===== src/rtl/alu_issue_ctrl.sv =====
// -----------------------------------------------------------------------------
// alu_issue_ctrl
// Initiator side of the NBitALU operand/select interface. Accepts one decoded
// instruction request (valid/ready) and translates ALUOp/funct3/funct7[5] into
// the 4-bit ALU select. It drives registered operands to the ALU, captures the
// result and zero flag one cycle later, and returns them on a valid/ready
// response channel.
//
// Ports
//   clk, rst          clock (rising edge), synchronous active-high reset
//   req_valid/ready   request handshake
//   req_aluop         00 ADD, 01 SUB, 10 R-type decode, 11 reserved
//   req_funct3        instruction funct3
//   req_funct7_5      instruction bit 30
//   req_a, req_b      operands
//   alu_a, alu_b      registered operands to the ALU
//   alu_sel           registered ALU select (AND 0000, OR 0001, ADD 0010, SUB 0110)
//   alu_result        ALU result, combinational from alu_a/alu_b/alu_sel
//   alu_zero          ALU zero flag
//   rsp_valid/ready   response handshake
//   rsp_result        captured result
//   rsp_zero          captured zero flag
//   rsp_illegal       request had an unsupported encoding
//   busy              controller is not idle
// -----------------------------------------------------------------------------
module alu_issue_ctrl #(
   parameter int N = 32
) (
   input  logic         clk,
   input  logic         rst,
   input  logic         req_valid,
   output logic         req_ready,
   input  logic [1:0]   req_aluop,
   input  logic [2:0]   req_funct3,
   input  logic         req_funct7_5,
   input  logic [N-1:0] req_a,
   input  logic [N-1:0] req_b,
   output logic [N-1:0] alu_a,
   output logic [N-1:0] alu_b,
   output logic [3:0]   alu_sel,
   input  logic [N-1:0] alu_result,
   input  logic         alu_zero,
   output logic         rsp_valid,
   input  logic         rsp_ready,
   output logic [N-1:0] rsp_result,
   output logic         rsp_zero,
   output logic         rsp_illegal,
   output logic         busy
);

   localparam logic [3:0] SEL_AND = 4'b0000;
   localparam logic [3:0] SEL_OR  = 4'b0001;
   localparam logic [3:0] SEL_ADD = 4'b0010;
   localparam logic [3:0] SEL_SUB = 4'b0110;

   typedef enum logic [1:0] {
      IDLE  = 2'd0,
      ISSUE = 2'd1,
      RESP  = 2'd2
   } state_t;

   state_t     state;
   state_t     state_nxt;
   logic [3:0] dec_sel;
   logic       dec_illegal;
   logic       accept;
   logic       load_ops;
   logic       cap_alu;
   logic       cap_illegal;

   // Instruction decode, purely from the request fields.
   // NOTE: every variable written here gets a default first so no latch is inferred.
   always_comb begin
      dec_sel     = SEL_ADD;
      dec_illegal = 1'b0;
      case (req_aluop)
         2'b00: dec_sel = SEL_ADD;
         2'b01: dec_sel = SEL_SUB;
         2'b10: begin
            case (req_funct3)
               3'b000:  dec_sel = req_funct7_5 ? SEL_SUB : SEL_ADD;
               3'b111:  dec_sel = SEL_AND;
               3'b110:  dec_sel = SEL_OR;
               default: dec_illegal = 1'b1;
            endcase
         end
         default: dec_illegal = 1'b1;
      endcase
   end

   // A new request may enter while idle, or while a response leaves in the
   // same cycle. Depends only on state, rst and rsp_ready.
   assign req_ready = !rst && ((state == IDLE) || ((state == RESP) && rsp_ready));
   assign accept    = req_valid && req_ready;
   assign rsp_valid = (state == RESP);
   assign busy      = (state != IDLE);

   // Next-state and datapath load enables.
   always_comb begin
      state_nxt   = state;
      load_ops    = 1'b0;
      cap_alu     = 1'b0;
      cap_illegal = 1'b0;
      case (state)
         IDLE, RESP: begin
            if (accept) begin
               if (dec_illegal) begin
                  cap_illegal = 1'b1;
                  state_nxt   = RESP;
               end else begin
                  load_ops  = 1'b1;
                  state_nxt = ISSUE;
               end
            end else if ((state == RESP) && rsp_ready) begin
               state_nxt = IDLE;
            end
         end
         ISSUE: begin
            // ALU output has settled on the registered operands; capture it.
            cap_alu   = 1'b1;
            state_nxt = RESP;
         end
         default: state_nxt = IDLE;
      endcase
   end

   // State register and datapath registers.
   // NOTE: sequential state uses non-blocking assignments so every register
   // samples pre-edge values regardless of statement order.
   always_ff @(posedge clk) begin
      if (rst) begin
         state       <= IDLE;
         alu_a       <= '0;
         alu_b       <= '0;
         alu_sel     <= SEL_ADD;
         rsp_result  <= '0;
         rsp_zero    <= 1'b0;
         rsp_illegal <= 1'b0;
      end else begin
         state <= state_nxt;
         if (load_ops) begin
            alu_a   <= req_a;
            alu_b   <= req_b;
            alu_sel <= dec_sel;
         end
         if (cap_alu) begin
            rsp_result  <= alu_result;
            rsp_zero    <= alu_zero;
            rsp_illegal <= 1'b0;
         end
         if (cap_illegal) begin
            rsp_result  <= '0;
            rsp_zero    <= 1'b0;
            rsp_illegal <= 1'b1;
         end
      end
   end

endmodule


===== config.mk =====
export PLATFORM = sky130hd
export DESIGN_NAME = alu_issue_ctrl
export DESIGN_NICKNAME = d
export VERILOG_FILES = /design/src/rtl/alu_issue_ctrl.sv
export SDC_FILE = /design/constraint.sdc
export NUM_CORES = 1
export LEC_CHECK = 0
export ABC_AREA = 1
export BUFFER_PORTS_ARGS = -buffer_cell sky130_fd_sc_hd__buf_2
export CAP_MARGIN = 25
export CORE_AREA = 2 2 98 100
export CTS_CLUSTER_DIAMETER = 50
export DETAILED_ROUTE_END_ITERATION = 6
export DIE_AREA = 0 0 100 102
export PLACE_DENSITY = 0.81
export RECOVER_POWER = 25
export SYNTH_ARGS = -nofsm -noshare
export SYNTH_HDL_FRONTEND = slang
export SYNTH_SLANG_ARGS = --single-unit

===== constraint.sdc =====
create_clock -name clk -period 2.23 [get_ports clk]
set_input_delay 0.1115 -clock clk [delete_from_list [all_inputs] [get_ports clk]]
set_output_delay 0.1115 -clock clk [all_outputs]
set_load 0.005 [all_outputs]

# Word level (Yosys, flattened, before mapping)
# Cells that the tools add are included.
# word_totals
register_bits,104
inputBits,107
out_inout_bits,105
wordCells,46
# classes
eq_ne,7
n_mux,18
n_reduce_logical,14
# op_table
op,count
1-bit 2-to-1 mux,10
3-bit one-hot mux with 3 select lines,1
3-bit equality test (second input constant),2
2-bit 2-to-1 mux,3
3-bit one-hot mux with 2 select lines,1
2-bit OR reduction,3
2-bit by 1-bit equality test with 1-bit output (second input constant),2
2-bit equality test (second input constant),2
2-bit zero test,2
2-bit one-hot mux with 2 select lines,1
2-bit nonzero test,2
1-bit logical AND,3
3-bit zero test,1
3-bit 2-to-1 mux,1
3-bit != test (second input constant),1
3-bit OR reduction,1
1-bit one-hot mux with 2 select lines,1
1-bit zero test,1
1-bit logical OR,1

# Depth between registers and ports, before layout
# Gate-level depths: netlist of run 1.
# depth
ltp_word,8
ltp_mapped,12
mapped_depth_nobuf,10

# Worst setup path after synthesis of run 1
# Ideal clock, no wire load.
# synth_path
path_kind,input to register
start,input port req_aluop[0]
end,register rsp_result[10]
setup_time_ns,0.117
arrival_time_ns,1.162
required_time_ns,2.113
slack_ns,0.951
path_stages,10
path_buffers,1
cell_sequence,inv_1 > ha_1 > inv_1 > a21oi_2 > nand2_1 > nand2_1 > nand2_1 > nand2_1 > buf_2 > nor2_1
# synth_via
elab_chain_cells,7
word_cells_on_any_way,9
cone_classes,eq/ne: 2; mux: 4; reduce/logical: 3
# synth_lines
item,line,text
start: declaration,33,"input logic [1:0] req_aluop,"
2-bit by 1-bit equality test with 1-bit output / 2-bit zero test (equally long branches),76,case (req_aluop)
2-bit OR reduction (no source line),--,
1-bit one-hot mux with 2 select lines (*),76,
1-bit 2-to-1 mux (*),107,if (dec_illegal) begin
1-bit 2-to-1 mux (*),106,if (accept) begin
1-bit 2-to-1 mux (*),104,case (state)
2-bit OR reduction (no source line) (*),--,
end signal: assignment,147,rsp_result <= alu_result;
end: declaration,45,"output logic [N-1:0] rsp_result,"
# Every way passes the cells marked *; elsewhere a longest branch is shown, timed or not.
# A chain may end at the register's enable or synchronous reset.

# Final worst setup path of run 1
# layout_path
start,input port rst
end,output port req_ready
# layout_via
elab_chain_cells,2
# layout_lines
item,line,text
start: declaration,30,"input logic rst,"
1-bit zero test,93,assign req_ready = !rst && ((state == IDLE) || ((state == RESP) && rsp_ready));
1-bit logical AND,93,
end: declaration,32,"output logic req_ready,"
# Every way passes these cells.

==> summary.txt, run 1 <==
Floorplan
  – Num rows: 35
  – Initial Util: 49.1%
  – Die area: 10200 µm²
  – Die Y: 102 µm
  – DIE WIDTH: 100 µm
  – Io pins: 212
  – CORE AREA: 9110 µm²

Timing
  – Fmax: 553 MHz
  – Slew @ Worst Pin: 0.708 ns
  – Crit share post-route: 81.1%
  – Pins Over Slew Limit: 0
  – Final setup violation count: 0
  – Period minus WS final: 1.81 ns
  – Hold slack: 0.0599 ns
  – Setup TNS Final: 0 ns
  – RSZ-0062 raised after global routing: no
  – Worst Skew: 0.0116 ns
  – Fin. Hold Viols: 0
  – Rel. slew slack: 52.8%

Finish
  – Syn-to-layout area delta: 28.2%
  – Final nets: 925
  – Proportion of layout cells with a drive suffix above 1: 30.4%
  – Antenna fix cells: 0
  – FILL cells: 900
  – Final core utilization: 63.0%

Detailed routing
  – Pre-Repair DR Iteration Count: 5
  – DR vias/cell: 4.65
  – Routed Antenna Nets: 0
  – DRC viols: 0
  – Vias: 4326
  – First DRT Iteration DRCs: 95
  – Wire per inst: 11.5 µm
  – Total wire length: 10.7 mm

Power and ir drop
  – Leak: 3.10 nW
  – Max VDD drop: 0.369 mV
  – PwrDens: 644 nW/µm²

Clock network
  – Skew-Pair Late Insertion Delay: 0.36 ns
  – Htree depth: 3
  – Clock slew at the register clock pins of the worst setup and hold paths: 0.10 ns
  – Clk sink count: 103
  – Root Driver: clkbuf_8
  – Bufs on Longest Clock Path: 2
  – Cts bufs inserted: 9
  – Post-CTS resize count: 0
  – Clock tree from TritonCTS: yes

Worst hold path
  – Worst min path class: in -> reg
  – Hold depth: 5
  – Min-Delay Startpoint: req_b[12]
  – Hold Path Sink: alu_b[12]

Setup path
  – CP Data Required Time: 2.12 ns
  – FF-to-FF End: rsp_result[29]
  – Internal reg-to-reg setup slack: 0.48 ns
  – CP startpoint kind: input port
  – RR Startpoint: state[1]
  – CP Capture Type: output port
  – Max FO, Critical Path: 70
  – Critical setup path kind: in -> out
  – Crit path DAT: 1.70 ns
  – R2R depth: 7

Synth
  – Post-synthesis mux area share: 8.31%
  – Share of the synthesized area in the top cell type: 46.1%
  – Adder-cell share of the synthesized area: 0.839%
  – Mapped Area: 4470 µm²
  – Gate Count Post-Synth: 616
  – Post-synth top area cell: dfxtp_1
  – Yosys cell types: 22
  – Synth Warn #: 0
  – Largest family of logic cells by synthesized area: simple AND/OR/NAND/NOR gates
  – Xor/xnor share of the synthesized area: 0%
  – Synthesized flop and latch total: 103
  – Synth Area per Inst: 7.26 µm²
  – Mapped Nets: 726
  – Post-synthesis sequential area ratio: 46.1%
  – Dominant cells by area after synthesis: dfxtp_1 46%, nor2_1 14%, inv_1 9.0%, mux2_2 8.3%, nand3_1 7.6%
  – Synth Area in Simple Gates: 29.7%
  – Compound-Gate Fraction of Synth Area: 1.03%

Global route
  – GR Layer Usage met2: 35.2%
  – Overall global routing resource usage: 20.3%
  – Met3 usage: 6.22%
  – Grt total ovfl: 0
  – Vias in the first global route: 3912
  – GRT met1 Usage: 24.0%
  – Global route hottest layer: met2
  – Largest net degree at the start of global routing: 71
  – Initial antenna violation count: 0
  – First-pass GRT wire length: 17.1 mm

Placed design
  – I/O Buffers: 210
  – Final GP Congestion: 0.816
  – Post-DP HPWL: 7.68 mm

Job
  – Max Cap Viol: 0

Status
  – Status: finished, final reports clean
==> flip-flops by register name (all words and copies together) (netlist names) <==
signal       flops
alu_a           32
alu_b           32
alu_sel          3
rsp_illegal      1
rsp_result      32
rsp_zero         1
state            2
==> Yosys cell counts <==
| master | count |
|---|---|
| a21oi_2 | 3 |
| buf_4 | 13 |
| mux2_2 | 33 |
| nor2_4 | 1 |
| inv_2 | 2 |
| o21ai_0 | 2 |
| clkbuf_1 | 3 |
| ha_1 | 3 |
| nand3_1 | 68 |
| conb_1 | 1 |
| nor2_1 | 171 |
| or2_2 | 1 |
| nand2_1 | 81 |
| dfxtp_1 | 103 |
| nand2_2 | 1 |
| a21oi_1 | 2 |
| buf_6 | 3 |
| nand4_1 | 1 |
| buf_1 | 5 |
| nand3_2 | 1 |
| buf_2 | 11 |
| inv_1 | 107 |
==> layout make-up <==
class,count,area [µm²],share of cell area (%)
flip-flops and latches,103,2060,36.0
multi-input cells,369,1790,31.3
repair buffers,223,1150,20.1
inverters,109,409,7.14
well taps,111,139,2.42
clock buffers,10,138,2.40
clock inverters,5,42.5,0.742
==> what timing repair did <==
| action | in CTS | in global routing |
|---|---|---|
| endpoints found under the hold margin | 1 | 0 |
| hold buffers | 1 | 0 |
| setup buffers | 0 | 0 |
==> layout by cell type (no fill, tap or decap) <==
cell type	instances
inv_8	1
o21ai_0	2
nor2_4	1
nand2_1	81
inv_2	2
nor2_1	171
or2_2	1
nand3_2	1
nand2_2	1
clkbuf_8	10
dfxtp_1	103
a21oi_2	2
clkinvlp_4	3
inv_1	107
a21oi_4	1
conb_1	1
nand3_1	68
mux2_2	33
buf_4	9
a21oi_1	2
dlygate4sd3_1	1
ha_1	3
buf_12	3
buf_2	180
clkbuf_1	30
nand4_1	1
inv_6	1
==> power by group <==
| part | internal, mW | switching (mW) | total (mW) |
|---|---|---|---|
| Combinational | 0.290 | 0.346 | 0.637 |
| Clock | 0.442 | 0.628 | 1.07 |
| Sequential | 1.94 | 0.0475 | 1.98 |
==> worst max-delay path by stage <==
stage / start / end / slack, ns / depth (start not counted)
2_1_floorplan: req_aluop[0] / rsp_result[10] / 0.95 / 10
3_3_place_gp: req_aluop[0] / alu_a[8] / 0.03 / 11
3_5_place_dp: req_aluop[0] / alu_a[6] / -0.02 / 11
4_1_cts: state[1] / alu_a[6] / 0.04 / 6
5_1_grt: rst / req_ready / 0.27 / 7
6_report: rst / req_ready / 0.42 / 7
==> worst max-delay path: stages <==
cell and delay, ns:
dlygate4sd3_1 0.53, buf_2 0.14, inv_2 0.05, buf_4 0.55, nand2_1 0.12, inv_1 0.08
buf_2 0.11
==> cells by family (layout without fill, tap and decap cells) <==
| logic type | after synthesis | in the layout |
|---|---|---|
| AOI/OAI and AO/OA | 7 | 7 |
| adders and majority gates | 3 | 3 |
| buffers and inverters | 144 | 347 |
| DFF | 103 | 103 |
| muxes | 33 | 33 |
| other | 1 | 1 |
| and+or+nand+nor | 325 | 325 |
==> metrics by stage <==
step / std cells / cell area, µm² / setup WS (ns) / power [mW]
floorplan: 616 / 4470 / 0.951 / 2.41
finish: 930 / 5730 / 0.421 / 3.69
CTS: 929 / 5750 / 0.0393 / 3.73
detailed placement: 913 / 5560 / -0.0236 / 2.67
global placement: 913 / 5560 / 0.0309 / 2.66
global route: 930 / 5730 / 0.266 / 3.89
==> routing by layer <==
| metal | part of all wire, % | wire (µm) |
|---|---|---|
| met5 | 0 | 0 |
| met4 | 2.1 | 226 |
| met3 | 8.2 | 877 |
| met2 | 47 | 4980 |
| met1 | 43 | 4600 |
No activity file was read; power rests on OpenSTA's default activity.
==> run 2, diff against run 1 <==
--- a/config.mk
+++ b/config.mk
@@ -8,11 +8,11 @@
 export ABC_AREA = 1
 export BUFFER_PORTS_ARGS = -buffer_cell sky130_fd_sc_hd__buf_2
 export CAP_MARGIN = 25
-export CORE_AREA = 2 2 98 100
+export CORE_AREA = 2 2 107 109
 export CTS_CLUSTER_DIAMETER = 50
 export DETAILED_ROUTE_END_ITERATION = 6
-export DIE_AREA = 0 0 100 102
-export PLACE_DENSITY = 0.81
+export DIE_AREA = 0 0 109 111
+export PLACE_DENSITY = 0.72
 export RECOVER_POWER = 25
 export SYNTH_ARGS = -nofsm -noshare
 export SYNTH_HDL_FRONTEND = slang
==> constraint.sdc (replaced) <==
create_clock -name clk -period 1.5 [get_ports clk]
set_input_delay 0.075 -clock clk [delete_from_list [all_inputs] [get_ports clk]]
set_output_delay 0.075 -clock clk [all_outputs]
set_load 0.005 [all_outputs]
==> run 2 against run 1 <==
Design area increased by 6.7%; worst setup slack got worse by 0.30 ns; sequential share of layout area shrank 2.3 points; utilization shrank 7.7 points; die area grew 19%; register-to-register slack worse by 0.36 ns; non-clock buffer count rose by 12; hold slack worse by 0.017 ns; clock power up 120%; sequential power is 49% higher; combinational power increased by 62%; largest power group unchanged.
==> summary.txt, run 2 (same netlist as run 1, synthesis figures left out) <==
Finish
  – Post-route cell area: 6120 µm² (was 5730 µm²)
  – Final nets: 937 (was 925)
  – Syn-to-layout area delta: 36.8% (was 28.2%)
  – Proportion of layout cells with a drive suffix above 1: 32.5% (was 30.4%)
  – Most frequent cells in the layout: 188 x buf_2, 171 x nor2_1, 107 x inv_1 (was 180 x buf_2, 171 x nor2_1, 107 x inv_1)
  – FILL cells: 1068 (was 900)
  – Top Registers: alu_a x32, alu_b x32, rsp_result x32 (unchanged)
  – Commonest non-fill, non-tap cell in the layout: buf_2 (unchanged)

Job
  – Max Cap Viol: 0 (unchanged)

Placed design
  – Final GP Congestion: 0.771 (was 0.816)
  – Post-DP HPWL: 7.85 mm (was 7.68 mm)
  – I/O Buffers: 210 (unchanged)
  – Dpl cell area: 5760 µm² (was 5560 µm²)

Global route
  – Vias in the first global route: 3925 (was 3912)
  – Initial antenna violation count: 1 (was 0)
  – First-pass GRT wire length: 17.7 mm (was 17.1 mm)
  – Overall global routing resource usage: 18.0% (was 20.3%)
  – Largest net degree at the start of global routing: 53 (was 71)
  – Grt total ovfl: 0 (unchanged)

Timing
  – Worst Skew: 0.00869 ns (was 0.0116 ns)
  – Pins Over Slew Limit: 0 (unchanged)
  – Final setup violation count: 0 (unchanged)
  – Crit share post-route: 91.9%
  – Fmax: 726 MHz
  – RSZ-0062 raised after global routing: no (unchanged)
  – Fin. Hold Viols: 0 (unchanged)
  – Period minus WS final: 1.38 ns

Floorplan
  – DIE WIDTH: 109 µm (was 100 µm)
  – CORE AREA: 11100 µm² (was 9110 µm²)
  – Die area: 12100 µm² (was 10200 µm²)
  – Io pins: 212 (unchanged)
  – Num rows: 39 (was 35)
  – Initial Util: 40.4% (was 49.1%)
  – Die Y: 111 µm (was 102 µm)

Clock network
  – Clk sink count: 103 (unchanged)
  – Skew-Pair Late Insertion Delay: 0.34 ns (was 0.36 ns)
  – Htree depth: 3 (unchanged)
  – Cts bufs inserted: 9 (unchanged)
  – Clock slew at the register clock pins of the worst setup and hold paths: 0.08 ns (was 0.10 ns)
  – Clock tree from TritonCTS: yes (unchanged)
  – Root Driver: clkbuf_16 (was clkbuf_8)
  – Bufs on Longest Clock Path: 2 (unchanged)

Setup path
  – CP Capture Type: register (was output port)
  – Critical Path Max Stage Delay: 0.33 ns (was 0.55 ns)
  – Worst-path cell chain: a21oi_2 > nand3_4 > clkinv_4 > nand2_1 > nand2_1 > buf_12 > nor2_1 (was dlygate4sd3_1 > buf_2 > inv_2 > buf_4 > nand2_1 > inv_1 > buf_2)
  – Critical setup path kind: reg -> reg (was in -> out)
  – Max FO, Critical Path: 33 (was 70)
  – Top cell by count, worst path: nand2_1 (was buf_2)
  – CP startpoint kind: register (was input port)
  – Crit path DAT: 1.60 ns (was 1.70 ns)
  – CP Data Required Time: 1.73 ns (was 2.12 ns)
  – Max stage delay cell, worst path: dfxtp_1 (was buf_4)

Detailed routing
  – DR vias/cell: 4.41 (was 4.65)
  – Total wire length: 11.2 mm (was 10.7 mm)
  – Routed Antenna Nets: 0 (unchanged)
  – First DRT Iteration DRCs: 198 (was 95)
  – Wire per inst: 11.5 µm (about the same)
  – DRC viols: 0 (unchanged)
  – Vias: 4300 (was 4326)
  – Pre-Repair DR Iteration Count: 4 (was 5)

Power and ir drop
  – PwrDens: 1040 nW/µm² (was 644 nW/µm²)
  – Tot Pwr: 6.38 mW (was 3.69 mW)
  – Max VDD drop: 0.688 mV (was 0.369 mV)
  – Leak: 3.30 nW (was 3.10 nW)

Worst hold path
  – Worst min path class: in -> reg (unchanged)

Status
  – Status: finished, final reports clean (unchanged)
## run 2: cell count changes in the layout (fill, tap and decap cells not counted), moves of 2 or more
| cell | previous run | this run |
|---|---|---|
| clkbuf_16 | 0 | 10 |
| clkinvlp_4 | 3 | 1 |
| clkbuf_1 | 30 | 22 |
| clkinv_4 | 0 | 2 |
| clkbuf_8 | 10 | 0 |
| buf_12 | 3 | 10 |
| buf_4 | 9 | 13 |
| buf_2 | 180 | 188 |
## run 2: final cells by class
cell class | instances | area, µm² | area share [%]
Inverter | 109 | 414 | 6.77
Clock buffer | 9 | 225 | 3.68
Multi-Input combinational cell | 369 | 1800 | 29.4
Sequential cell | 103 | 2060 | 33.7
Clock inverter | 7 | 80.1 | 1.31
Tap cell | 143 | 179 | 2.92
Antenna cell | 1 | 2.50 | 0.0409
Timing Repair Buffer | 235 | 1360 | 22.2
## run 2: critical path: cells and delay by family, from the launching register on
family | cells | cell delay [ns]
buffers and inverters | 2 | 0.32
DFF | 1 | 0.33
AOI/OAI and AO/OA | 1 | 0.20
and+or+nand+nor | 4 | 0.41
## run 2: per-layer routing
layer,vias up,routed length [µm],GRT usage [%],part of all wire (%)
li1,2253,-,-,-
met1,1876,4840,21.1,43
met2,152,5280,30.5,47
met3,19,877,6.06,7.8
met4,0,234,5.64,2.1
met5,-,0,0,0
## run 2: timing repair
item	4_1_cts	5_1_grt
buffers inserted	0	2
endpoints found under the hold margin	1	0
hold buffers	1	0
gates resized for setup	0	3
endpoints found under the setup margin	0	97
## run 2: path summary, 6_finish.rpt
path	startpoint	end	slack [ns]	cells past startpoint
max	state[1]	rsp_result[0]	0.12	7
min	req_b[4]	alu_b[4]	0.04	5
max reg2reg	state[1]	rsp_result[0]	0.12	7
min reg2reg	rsp_illegal	rsp_illegal	0.46	2
## run 2: per-stage QoR
| stage | cells | util [%] | setup slack (ns) | TNS, ns | hold WS (ns) |
|---|---|---|---|---|---|
| finish | 976 | 55.2 | 0.122 | 0 | 0.0432 |
| global placement | 955 | 52.0 | 0.0379 | 0 | 0.258 |
| floorplan | 616 | - | 0.248 | 0 | 0.144 |
| CTS | 972 | 54.9 | 0.0156 | 0 | 0.0372 |
| global route | 976 | 55.2 | 0.0173 | 0 | 0.0454 |
| detailed placement | 955 | 52.0 | -0.00968 | -0.0222 | 0.260 |
## run 2: where the power goes
group	leakage (nW)	switching, mW	total (mW)	internal, mW
Combinational	2.31	0.531	1.03	0.497
Sequential	0.838	0.0697	2.95	2.88
Clock	0.148	1.08	2.40	1.32
Total	3.30	1.68	6.38	4.69
